<file path="config.mk">
export PLATFORM = sky130hd
export DESIGN_NAME = ij_debouncer
export DESIGN_NICKNAME = d
export VERILOG_FILES = /design/src/rtl/ij_debouncer.sv
export SDC_FILE = /design/constraint.sdc
export NUM_CORES = 1
export LEC_CHECK = 0
export ABC_CLOCK_PERIOD_IN_PS = 2100
export CORE_MARGIN = 2
export CORE_UTILIZATION = 50
export CTS_CLUSTER_DIAMETER = 100
export CTS_CLUSTER_SIZE = 25
export DETAILED_ROUTE_END_ITERATION = 12
export PLACE_DENSITY = 0.74
export SYNTH_ARGS = -nofsm -noshare
export SYNTH_HDL_FRONTEND = slang
export SYNTH_SLANG_ARGS = --single-unit
</file>
<file path="constraint.sdc">
create_clock -name clk -period 2.1 [get_ports clk]
set_input_delay 0.42 -clock clk [delete_from_list [all_inputs] [get_ports clk]]
set_output_delay 0.42 -clock clk [all_outputs]
set_load 0.02 [all_outputs]
</file>
<file path="src/rtl/ij_debouncer.sv">
// Two-channel switch debouncer: each raw input is synchronized, then must hold a
// new level for STABLE_CYCLES consecutive cycles before the registered output follows.

module ij_debouncer_chan #(
  parameter int unsigned STABLE_CYCLES = 16
) (
  input  logic clk,
  input  logic rst,
  input  logic raw,
  output logic out,
  output logic rise,
  output logic fall
);

  localparam int unsigned    CW   = $clog2(STABLE_CYCLES);
  localparam logic [CW-1:0]  TERM = CW'(STABLE_CYCLES - 1);

  typedef enum logic {STABLE, CONFIRM} state_t;

  state_t        state, state_nx;
  logic [CW-1:0] cnt, cnt_nx;
  logic          s1, s2;
  logic          out_nx, rise_nx, fall_nx;

  always_ff @(posedge clk) begin
    if (rst) begin
      s1    <= 1'b0;
      s2    <= 1'b0;
      state <= STABLE;
      cnt   <= '0;
      out   <= 1'b0;
      rise  <= 1'b0;
      fall  <= 1'b0;
    end else begin
      s1    <= raw;
      s2    <= s1;
      state <= state_nx;
      cnt   <= cnt_nx;
      out   <= out_nx;
      rise  <= rise_nx;
      fall  <= fall_nx;
    end
  end

  // Entering CONFIRM already counts the first mismatching cycle, so the flip
  // happens on the STABLE_CYCLES-th consecutive mismatch.
  always_comb begin
    state_nx = state;
    cnt_nx   = '0;
    out_nx   = out;
    rise_nx  = 1'b0;
    fall_nx  = 1'b0;
    case (state)
      STABLE: begin
        if (s2 != out) begin
          state_nx = CONFIRM;
          cnt_nx   = CW'(1);
        end
      end
      CONFIRM: begin
        if (s2 == out) begin
          state_nx = STABLE;
        end else if (cnt == TERM) begin
          state_nx = STABLE;
          out_nx   = s2;
          rise_nx  = s2;
          fall_nx  = ~s2;
        end else begin
          cnt_nx = cnt + CW'(1);
        end
      end
      default: state_nx = STABLE;
    endcase
  end

endmodule

module ij_debouncer #(
  parameter int unsigned STABLE_CYCLES = 16
) (
  input  logic clk,
  input  logic rst,
  input  logic i_raw,
  input  logic j_raw,
  output logic i,
  output logic j,
  output logic i_rise,
  output logic i_fall,
  output logic j_rise,
  output logic j_fall
);

  ij_debouncer_chan #(.STABLE_CYCLES(STABLE_CYCLES)) u_chan_i (
    .clk  (clk),
    .rst  (rst),
    .raw  (i_raw),
    .out  (i),
    .rise (i_rise),
    .fall (i_fall)
  );

  ij_debouncer_chan #(.STABLE_CYCLES(STABLE_CYCLES)) u_chan_j (
    .clk  (clk),
    .rst  (rst),
    .raw  (j_raw),
    .out  (j),
    .rise (j_rise),
    .fall (j_fall)
  );

endmodule
</file>
==> metrics.cfg <==
[timing]
final_hold_viol_count = 0
max_clock_freq_mhz = 561
slew_headroom_pct = 80.1
tightest_slew_ps = 298
setup_viol = 0
fin_worst_skew_ps = 8.71
post-route-period-util_pct = 84.9
rsz0062_at_grt = no
tns_ps = 0
period_needed_ps = 1780
slew_viol_final = 0

[detailed_routing]
vias = 493
dr_wl_met2_um = 469
drc = 0
wl_per_cell_um = 10.4
drt-pass1-iter-count = 6
met1_length_um = 495
ant_nets = 0
routed_wl_um = 1020
avgViaCountPerCell = 5.03
routed.top_layer = met3
wl_met3_um = 52
drt_iter0_markers = 11

[grt]
grt_pass1_wl_um = 1900
gr-total-overflow = 0
grt_use_total_pct = 13.8
grt_antenna_before_repair = 0
grt_start_max_net_pins = 13
grt_pass1_vias = 444

[setup_path]
timing.reg2reg.worst_path_depth = 4
max_stage_delay_ps = 640
worst-path-max-fanout = 4
r2r-start = u_chan_j.cnt[0]
cp_slowest_cell = clkdlybuf4s50_1
path_cells = clkdlybuf4s50_1
cp_num_buf_inv = 1
cp_top_family = buffers and inverters
critPathCaptureType = output port
crit_required_ps = 1680
criticalPathCategory = reg -> out
cp.arrival_ps = 1360
worst_setup_path_start_kind = flip-flop
r2r-end = u_chan_j.out
rrSetupSlack_ps = 880

[final_layout]
diodes = 0
multi_input_area_sq_um = 314
nets = 90
register_area_sq_um = 400
postLayoutCoreUtil_pct = 66.2
largestRegisters = u_chan_i.cnt x4, u_chan_j.cnt x4
area_growth_pct = 20.3
fillers = 115
drive_above_1_share_pct = 9.64

[logic_synthesis]
syn_inst = 72
yosysUniqueCellTypes = 25
ys_warn_count = 0
ys_ff_latch = 20
ys_seq_area_share_pct = 54.5
syn_area_per_cell_sq_um = 10.2
synth_area_leaders = dfxtp_1, a21oi_1, ha_1
synth_top_area_share_pct = 54.5
syn_nets = 78
netlist_area_sq_um = 734
synth_top_area_cell = dfxtp_1

[die]
dieHeight_um = 42.3
num_rows = 13
start_util_pct = 55.1
die_x_um = 42.3
ioPinCount = 10
design.core.area_sq_um = 1330
dieArea_sq_um = 1790

[clocking]
clk_path_buf_depth = 2
numCtsBuffers = 3
post-cts-setup-buffers = 0
cts-resized-gates = 0
cts_max_level = 1
clk_latency_ps = 300
cts_root_buf = clkbuf_4
cts_hold_buf = 0
cts_tree = yes
cts.sinks = 20
clk_pin_slew_worst_paths_ps = 110

[min_path]
min_from = u_chan_j.s1
hp-class = reg -> reg
holdPathStages = 1
min_to = u_chan_j.s2

[job]
timing.max_cap.violations = 0

[placement]
finalWeightedCongestion = 0.668
port_buffers = 9

[power_and_ir_drop]
powerDensity_nw_per_um2 = 805
p_leak_nw = 0.331
peakVddDrop_uv = 559

[status]
outcome = finished clean

## metrics by stage
stage | std cells | setup slack, ps | hold slack [ps] | total power, mW | area (sq um)
6_report | 98 | 317 | 460 | 0.711 | 883
2_1_floorplan | 72 | 976 | 414 | 0.408 | 734
5_1_grt | 98 | 256 | 480 | 0.740 | 883
3_3_place_gp | 94 | 537 | 420 | 0.414 | 831
3_5_place_dp | 94 | 509 | 428 | 0.415 | 831
4_1_cts | 98 | 312 | 464 | 0.719 | 883
## logic make-up after synthesis
kind of cell | share of synthesized area, %
mux | 1.36
buf+inv | 2.73
fa+ha+maj | 3.41
compound gates | 5.11
flops | 54.5
xor+xnor | 6.99
simple gates | 25.9
## cell type report
cell class | count | area share, %
Timing Repair Buffer | 9 | 10.2
Clock inverter | 1 | 3.40
Sequential cell | 20 | 45.3
Tap cell | 15 | 2.12
Multi-Input combinational cell | 48 | 35.6
Clock buffer | 3 | 2.55
Inverter | 2 | 0.850
## Yosys cell counts, drive strengths merged
library cell	count
a21oi	5
and3	2
buf	2
dfxtp	20
ha	2
inv	2
mux2i	1
nand2	5
nand2b	3
nand3	5
nand4	2
nand4b	1
nor2	6
nor2b	4
nor3	3
nor3b	1
nor4b	1
o21a	1
o21ai	1
xnor2	2
xor2	3
## cells in the final DEF, fill, tap and decap left out, types with 2 or more instances in the layout
master,instances
nor2b_1,4
and3_1,2
nand2b_1,3
nand3_1,4
clkbuf_4,3
a21oi_1,5
nand2_1,5
nand4_1,2
clkdlybuf4s50_1,9
nor2_1,6
ha_1,2
xor2_1,2
dfxtp_1,20
inv_1,2
nor3_1,2
xnor2_1,2
## worst max-delay path by stage
stage,from,end,slack (ps),depth (start not counted)
after floorplan,u_chan_i.cnt[0],u_chan_i.cnt[0],980,5
after global placement,rst,u_chan_i.cnt[1],540,4
after detailed placement,rst,u_chan_i.cnt[1],510,4
after CTS,u_chan_i.out,i,310,1
after global routing,u_chan_i.out,i,260,1
final,u_chan_i.out,i,320,1
## per-layer routing
metal	global-route usage (%)	vias up
met5	0	-
met4	5.63	0
met3	3.02	0
met2	20.3	10
met1	19.4	221
li1	-	262
## power by group
part           internal, mW  switching, mW  leakage [nW]
sequential            0.385        0.00443         0.162
clock                 0.193          0.112        0.0279
combinational       0.00967        0.00704         0.141
## worst register-to-register path: stages, from the launching register on
cell and delay, ps:
dfxtp_1 390, ha_1 250, nand4_1 220, mux2i_1 200, nor2_1 50
(Power assumes the default switching activity.)
